**src/rtl/acc_arbiter_pkg.sv**
```systemverilog
`default_nettype none
// +----------------------------------------------------------------------+
// | acc_arbiter_pkg : shared sizing and output-beat type for acc_arbiter  |
// | Revision 1.0                                                          |
// +----------------------------------------------------------------------+
package acc_arbiter_pkg;

   localparam int N_CORE = 4;
   localparam int N_ACC  = 3;
   localparam int DATA_W = 32;

   localparam int N_SLOT = N_CORE * N_ACC;
   localparam int CORE_W = $clog2(N_CORE);
   localparam int ACC_W  = $clog2(N_ACC);
   localparam int SLOT_W = $clog2(N_SLOT);

   typedef struct packed {
      logic [ACC_W-1:0]  acc;
      logic [CORE_W-1:0] core;
      logic [DATA_W-1:0] data;
   } acc_beat_t;

endpackage
`default_nettype wire

```
**src/rtl/acc_arbiter_if.sv**
```systemverilog
`default_nettype none
// +----------------------------------------------------------------------+
// | acc_arbiter_if : per-core request bundle and single output port      |
// | Revision 1.0                                                          |
// +----------------------------------------------------------------------+
interface acc_arbiter_if;
   import acc_arbiter_pkg::*;

   logic [N_CORE-1:0][N_ACC-1:0]             req_valid;
   logic [N_CORE-1:0][N_ACC-1:0][DATA_W-1:0] req_data;
   logic [N_CORE-1:0][N_ACC-1:0]             req_ready;

   logic              out_valid;
   logic [ACC_W-1:0]  out_acc;
   logic [CORE_W-1:0] out_core;
   logic [DATA_W-1:0] out_data;
   logic              out_ready;
   logic              drained;

   modport slave (
      input  req_valid, req_data, out_ready,
      output req_ready, out_valid, out_acc, out_core, out_data, drained
   );

   modport master (
      output req_valid, req_data, out_ready,
      input  req_ready, out_valid, out_acc, out_core, out_data, drained
   );

endinterface
`default_nettype wire

```
**src/rtl/acc_arbiter_rr_pick.sv**
```systemverilog
`default_nettype none
// +----------------------------------------------------------------------+
// | rr_pick : combinational round-robin pick, first request at/after ptr  |
// | Revision 1.0                                                          |
// +----------------------------------------------------------------------+
module rr_pick #(
   parameter int S  = 12,
   parameter int SW = $clog2(S)
) (
   input  logic [S-1:0]  req,
   input  logic [SW-1:0] ptr,
   output logic [S-1:0]  grant,
   output logic [SW-1:0] grant_idx,
   output logic          any
);

   localparam logic [SW:0] S_VAL = (SW+1)'(S);

   logic [S-1:0]  rot;
   logic [SW-1:0] off;
   logic [SW:0]   sum;

   // Rotating the doubled vector puts slot ptr at bit 0, so the lowest set
   // bit is the distance from ptr to the winner.
   always_comb begin
      rot = S'({req, req} >> ptr);
      off = '0;
      for (int k = S - 1; k >= 0; k--) begin
         if (rot[k]) begin
            off = SW'(k);
         end
      end
      sum = {1'b0, ptr} + {1'b0, off};
      if (sum >= S_VAL) begin
         sum = sum - S_VAL;
      end
      grant_idx = sum[SW-1:0];
      any       = |req;
      grant     = '0;
      if (any) begin
         grant[grant_idx] = 1'b1;
      end
   end

endmodule
`default_nettype wire

```
**src/rtl/acc_arbiter.sv**
```systemverilog
`default_nettype none
// +----------------------------------------------------------------------+
// | acc_arbiter : round-robin share of the accumulator-update port        |
// | Revision 1.0                                                          |
// +----------------------------------------------------------------------+
module acc_arbiter
   import acc_arbiter_pkg::*;
(
   input  logic          clk,
   input  logic          rst,
   acc_arbiter_if.slave  bus
);

   logic [N_SLOT-1:0] req_flat;
   logic [N_SLOT-1:0] grant;
   logic [SLOT_W-1:0] win_idx;
   logic              any_req;
   logic              load;
   acc_beat_t         win_beat;

   acc_beat_t         beat_q, beat_d;
   logic              out_valid_q, out_valid_d;
   logic [SLOT_W-1:0] ptr_q, ptr_d;

   always_comb begin
      req_flat = '0;
      for (int c = 0; c < N_CORE; c++) begin
         for (int a = 0; a < N_ACC; a++) begin
            req_flat[c*N_ACC + a] = bus.req_valid[c][a];
         end
      end
   end

   rr_pick #(.S(N_SLOT), .SW(SLOT_W)) u_pick (
      .req       (req_flat),
      .ptr       (ptr_q),
      .grant     (grant),
      .grant_idx (win_idx),
      .any       (any_req)
   );

   assign load = !out_valid_q || bus.out_ready;

   always_comb begin
      win_beat = '0;
      for (int c = 0; c < N_CORE; c++) begin
         for (int a = 0; a < N_ACC; a++) begin
            if (grant[c*N_ACC + a]) begin
               win_beat.acc  = ACC_W'(a);
               win_beat.core = CORE_W'(c);
               win_beat.data = bus.req_data[c][a];
            end
         end
      end
   end

   // The grant is only offered when the output stage can take it this cycle.
   always_comb begin
      bus.req_ready = '0;
      if (load && !rst) begin
         for (int c = 0; c < N_CORE; c++) begin
            for (int a = 0; a < N_ACC; a++) begin
               bus.req_ready[c][a] = grant[c*N_ACC + a];
            end
         end
      end
   end

   always_comb begin
      beat_d      = beat_q;
      out_valid_d = out_valid_q;
      ptr_d       = ptr_q;
      if (load) begin
         if (any_req) begin
            beat_d      = win_beat;
            out_valid_d = 1'b1;
            ptr_d       = (win_idx == SLOT_W'(N_SLOT - 1)) ? '0 : win_idx + SLOT_W'(1);
         end else begin
            out_valid_d = 1'b0;
         end
      end
   end

   always_ff @(posedge clk) begin
      if (rst) begin
         beat_q      <= '0;
         out_valid_q <= 1'b0;
         ptr_q       <= '0;
      end else begin
         beat_q      <= beat_d;
         out_valid_q <= out_valid_d;
         ptr_q       <= ptr_d;
      end
   end

   assign bus.out_valid = out_valid_q;
   assign bus.out_acc   = beat_q.acc;
   assign bus.out_core  = beat_q.core;
   assign bus.out_data  = beat_q.data;
   assign bus.drained   = !any_req && !out_valid_q;

endmodule
`default_nettype wire

```
**src/flat_wrapper.sv**
```systemverilog
// flat-port wrapper written by rule: the top's interface ports become plain ports
module acc_arbiter_flat import acc_arbiter_pkg::*;
  (clk, rst, bus_req_valid, bus_req_data, bus_out_ready, bus_req_ready, bus_out_valid, bus_out_acc, bus_out_core, bus_out_data, bus_drained);
  acc_arbiter_if bus_i ();
  input  logic clk;
  input  logic rst;
  input wire logic [$bits(bus_i.req_valid)-1:0] bus_req_valid;
  input wire logic [$bits(bus_i.req_data)-1:0] bus_req_data;
  input wire logic [$bits(bus_i.out_ready)-1:0] bus_out_ready;
  output wire logic [$bits(bus_i.req_ready)-1:0] bus_req_ready;
  output wire logic [$bits(bus_i.out_valid)-1:0] bus_out_valid;
  output wire logic [$bits(bus_i.out_acc)-1:0] bus_out_acc;
  output wire logic [$bits(bus_i.out_core)-1:0] bus_out_core;
  output wire logic [$bits(bus_i.out_data)-1:0] bus_out_data;
  output wire logic [$bits(bus_i.drained)-1:0] bus_drained;
  assign bus_i.req_valid = bus_req_valid;
  assign bus_i.req_data = bus_req_data;
  assign bus_i.out_ready = bus_out_ready;
  assign bus_req_ready = bus_i.req_ready;
  assign bus_out_valid = bus_i.out_valid;
  assign bus_out_acc = bus_i.out_acc;
  assign bus_out_core = bus_i.out_core;
  assign bus_out_data = bus_i.out_data;
  assign bus_drained = bus_i.drained;
  acc_arbiter u_core (.clk(clk), .rst(rst), .bus(bus_i));
endmodule
```
**config.mk**
```make
export PLATFORM = sky130hd
export DESIGN_NAME = acc_arbiter_flat
export DESIGN_NICKNAME = d
export VERILOG_FILES = /design/src/rtl/acc_arbiter_pkg.sv /design/src/rtl/acc_arbiter_if.sv /design/src/rtl/acc_arbiter_rr_pick.sv /design/src/rtl/acc_arbiter.sv /design/src/flat_wrapper.sv
export SDC_FILE = /design/constraint.sdc
export NUM_CORES = 1
export LEC_CHECK = 0
export ABC_AREA = 1
export CAP_MARGIN = 5
export CORE_AREA = 3 3 171 173
export CTS_CLUSTER_SIZE = 20
export DETAILED_ROUTE_END_ITERATION = 10
export DIE_AREA = 0 0 174 176
export SLEW_MARGIN = 20
export SYNTH_ARGS = -nofsm -noshare
export SYNTH_HDL_FRONTEND = slang
export SYNTH_SLANG_ARGS = --single-unit
```
**constraint.sdc**
```tcl
create_clock -name clk -period 18.64 [get_ports clk]
set_input_delay 3.728 -clock clk [delete_from_list [all_inputs] [get_ports clk]]
set_output_delay 3.728 -clock clk [all_outputs]
set_load 0.05 [all_outputs]
```
==> impl_metrics.csv <==
group,metric,value,unit
route,drtIter0Drc,454,
pwr,power_leakage,4.63,nW
place,dp_hpwl,30.3,mm
sta,fin_setup_tns,0,ns
synthesis,synth_fp_nets,1589,
worst_setup_path,required,14.91,ns
worst_hold_path,hold_class,"flip-flop to flip-flop",
synthesis,synthCells,1180,
synthesis,synth-xor-area-share,0.283,%
finish,layout.nets,1974,
worst_setup_path,r2r-start,"u_core.ptr_q[1]$_SDFFE_PP0P_",
global_routing,grt_overflow_total,0,
synthesis,async_reset_ff_share,0,%
synthesis,avgSynthCellArea,5.25,um2
synthesis,syn-cell-area,0.00620,mm2
clock_tree,cts_max_path_buffers,2,
floorplanning,die_x,174,um
worst_setup_path,crit_path_end_kind,"primary output",
synthesis,ys_warn_count,0,
sta,finalHoldViolations,0,
worst_setup_path,cpPeakStageDelay,0.87,ns
worst_setup_path,reg2reg_depth,33,
worst_setup_path,crit_slowest_cell,"clkdlybuf4s50_1",
synthesis,synthAdderAreaFrac,2.14,%
clock_tree,h-tree-depth,2,
place,placed_cells,1936,
run_status,outcome,"finished clean",
floorplanning,coreArea,0.0278,mm2
sta,setup_ws,4.85,ns
clock_tree,hold_buffers,0,
worst_hold_path,worstHoldStart,"u_core.bus.out_data[30]$_SDFFE_PP0P_",
route,wl_per_cell,19.3,um
global_routing,grt_usage,23.1,%
finish,final_common_cell,"clkdlybuf4s50_1",
synthesis,ys_seq_area_share,13.2,%
clock_tree,cts_resized,0,
clock_tree,cts_sinks,41,
worst_setup_path,worstSetupStartpointType,"primary input",
global_routing,grt_pass1_vias,9136,
place,dp_slack,4.89,ns
floorplanning,die_area,0.0306,mm2
worst_hold_path,min_path_cells,2,
sta,post-route-min-period,13.79,ns
worst_setup_path,arrival,10.06,ns
pwr,p_per_area,243,mW/mm2
worst_setup_path,cp_max_fo,37,
sta,holdWs,0.468,ns
sta,setup_viol,0,
floorplanning,ios,449,
floorplanning,initial_core_util,22.3,%
sta,clock.fmax,72.5,MHz
finish,drive_gt1_share,3.51,%
worst_setup_path,path_class,"primary input to primary output",
pwr,ir_worst_vdd,0.172,mV
sta,period_share,74.0,%
finish,fill_cells,3076,
clock_tree,numCtsBuffers,5,
worst_setup_path,r2r_end,"u_core.bus.out_data[25]$_SDFFE_PP0P_",
global_routing,grt_start_max_net_pins,59,
run,maxCapViolations,0,
sta,slew_headroom,38.2,%
worst_hold_path,hold_end,"u_core.bus.out_data[30]$_SDFFE_PP0P_",
global_routing,grt_pass1_wl,54.5,mm
finish,fin_area,0.0110,mm2
sta,finalMaxSlewViolations,0,
place,placed_area,0.0109,mm2
synthesis,synth_top_family_by_area,"simple AND/OR/NAND/NOR gates",
finish,most-common-layout-cells,"448 x clkdlybuf4s50_1, 419 x nand2_1, 110 x nor2_1",
floorplanning,rows,61,
synthesis,synth-simple-area-share,47.2,%
route,postRouteAntennaNets,0,
synthesis,synthMuxAreaShare,4.36,%
synthesis,ys_types,41,
sta,fin_skew,0.00579,ns
route,drt-total-wl,37.5,mm
clock_tree,post_cts_buffers,0,
synthesis,synth_edf_count,0,
place,place_congestion,0.931,
finish,syn2layout_area_growth,77.7,%
worst_setup_path,critPathMostFrequentCell,"o21ai_0",
clock_tree,clkTransAtPathRegs,0.06,ns
route,drc_errors,0,
synthesis,synth-seq-cells,41,
worst_setup_path,r2r_slack,12.02,ns
synthesis,synth-compound-area-share,22.5,%
route,drtPass1Iterations,5,
sta,worst_slew_pin_slew,0.925,ns
clock_tree,clk_latency,0.29,ns
floorplanning,die_h,176,um
route,via_per_inst,4.73,
global_routing,antenna_found_initial,5,
sta,rsz0062_at_grt,"no",
synthesis,synth_flop_cell,"dfxtp_1",
clock_tree,cts_root_buf,"clkbuf_16",
place,numPortBuffers,448,
clock_tree,tritoncts,"yes",
route,num_vias,9207,
finish,fin_cells,1948,
==> worst max path at each step <==
| stage | from | to | slack, ns | depth (start not counted) |
|---|---|---|---|---|
| 6_report | bus_req_valid[4] | bus_req_ready[7] | 4.85 | 29 |
| 5_1_grt | bus_req_valid[8] | bus_req_ready[7] | 4.30 | 31 |
| 4_1_cts | bus_req_valid[11] | bus_req_ready[7] | 4.86 | 31 |
| 3_5_place_dp | bus_req_valid[11] | bus_req_ready[7] | 4.89 | 31 |
| 3_3_place_gp | bus_req_valid[10] | bus_req_ready[7] | 4.93 | 31 |
| 2_1_floorplan | bus_req_valid[11] | bus_req_ready[6] | 7.06 | 30 |
==> through the flow <==
step	utilization, %	power (mW)
floorplan	-	1.74
global placement	39.1	2.61
detailed placement	39.1	2.62
CTS	39.6	2.72
global route	39.6	2.96
finish	39.6	2.67
==> per-layer routing <==
layer | GRT usage (%) | vias up | wire [um]
met3 | 4.97 | 55 | 2600
met4 | 7.17 | 2 | 1180
met5 | 0 | - | 17
met1 | 26.7 | 4090 | 14800
met2 | 42.6 | 385 | 18900
li1 | - | 4675 | -
==> registers in the layout, indices dropped and copies added (netlist names) <==
register	flops
u_core.bus.out_data	32
u_core.ptr_q	4
u_core.bus.out_acc	2
u_core.bus.out_core	2
u_core.bus.out_valid	1
==> Yosys cell counts (all sizes together), types with 2 or more instances <==
master	number	area [um2]
nand2	426	1630
nor2	122	527
o21ai	117	586
nand3	112	583
a21oi	96	484
inv	68	255
buf	44	246
dfxtp	41	821
clkbuf	35	131
mux2i	27	270
nor3	22	110
a31oi	19	119
a221oi	9	78.8
ha	9	113
a22oi	7	52.6
or2	6	37.5
nand4	5	31.3
o211ai	3	22.5
o31ai	3	22.5
clkinv	2	7.51
==> critical path: cells and delay by family <==
kind                     cells  cell delay (ns)
AO/OA/AOI/OAI                8             1.30
XOR/XNOR                     1             0.23
adder cells (fa/ha/maj)      3             0.87
buffers and inverters        8             2.29
multiplexers                 1             0.17
AND/OR/NAND/NOR              8             1.44
==> logic make-up after synthesis <==
logic type,after synthesis
muxes,27
buffers and inverters,149
AOI/OAI and AO/OA,257
DFF,41
xor gates and xnor gates,2
adders and majority gates,10
and+or+nand+nor,694
==> power breakdown <==
part | total, mW | switching, mW | internal (mW) | leakage (nW)
logic | 2.43 | 1.69 | 0.743 | 4.22
registers | 0.154 | 0.0291 | 0.124 | 0.339
clock network | 0.0875 | 0.0382 | 0.0493 | 0.0706
==> area by class of cell <==
cell class / count / area, um2 / area share (%)
antenna: 4 / 10.0 / 0.0909
clock buffer: 6 / 129 / 1.17
clock inverter: 2 / 10.0 / 0.0909
inverter: 70 / 263 / 2.39
multi-input combinational: 990 / 4750 / 43.2
sequential: 41 / 821 / 7.45
tap: 378 / 473 / 4.29
timing repair buffer: 457 / 4550 / 41.3
No activity file was read; power rests on OpenSTA's default activity.
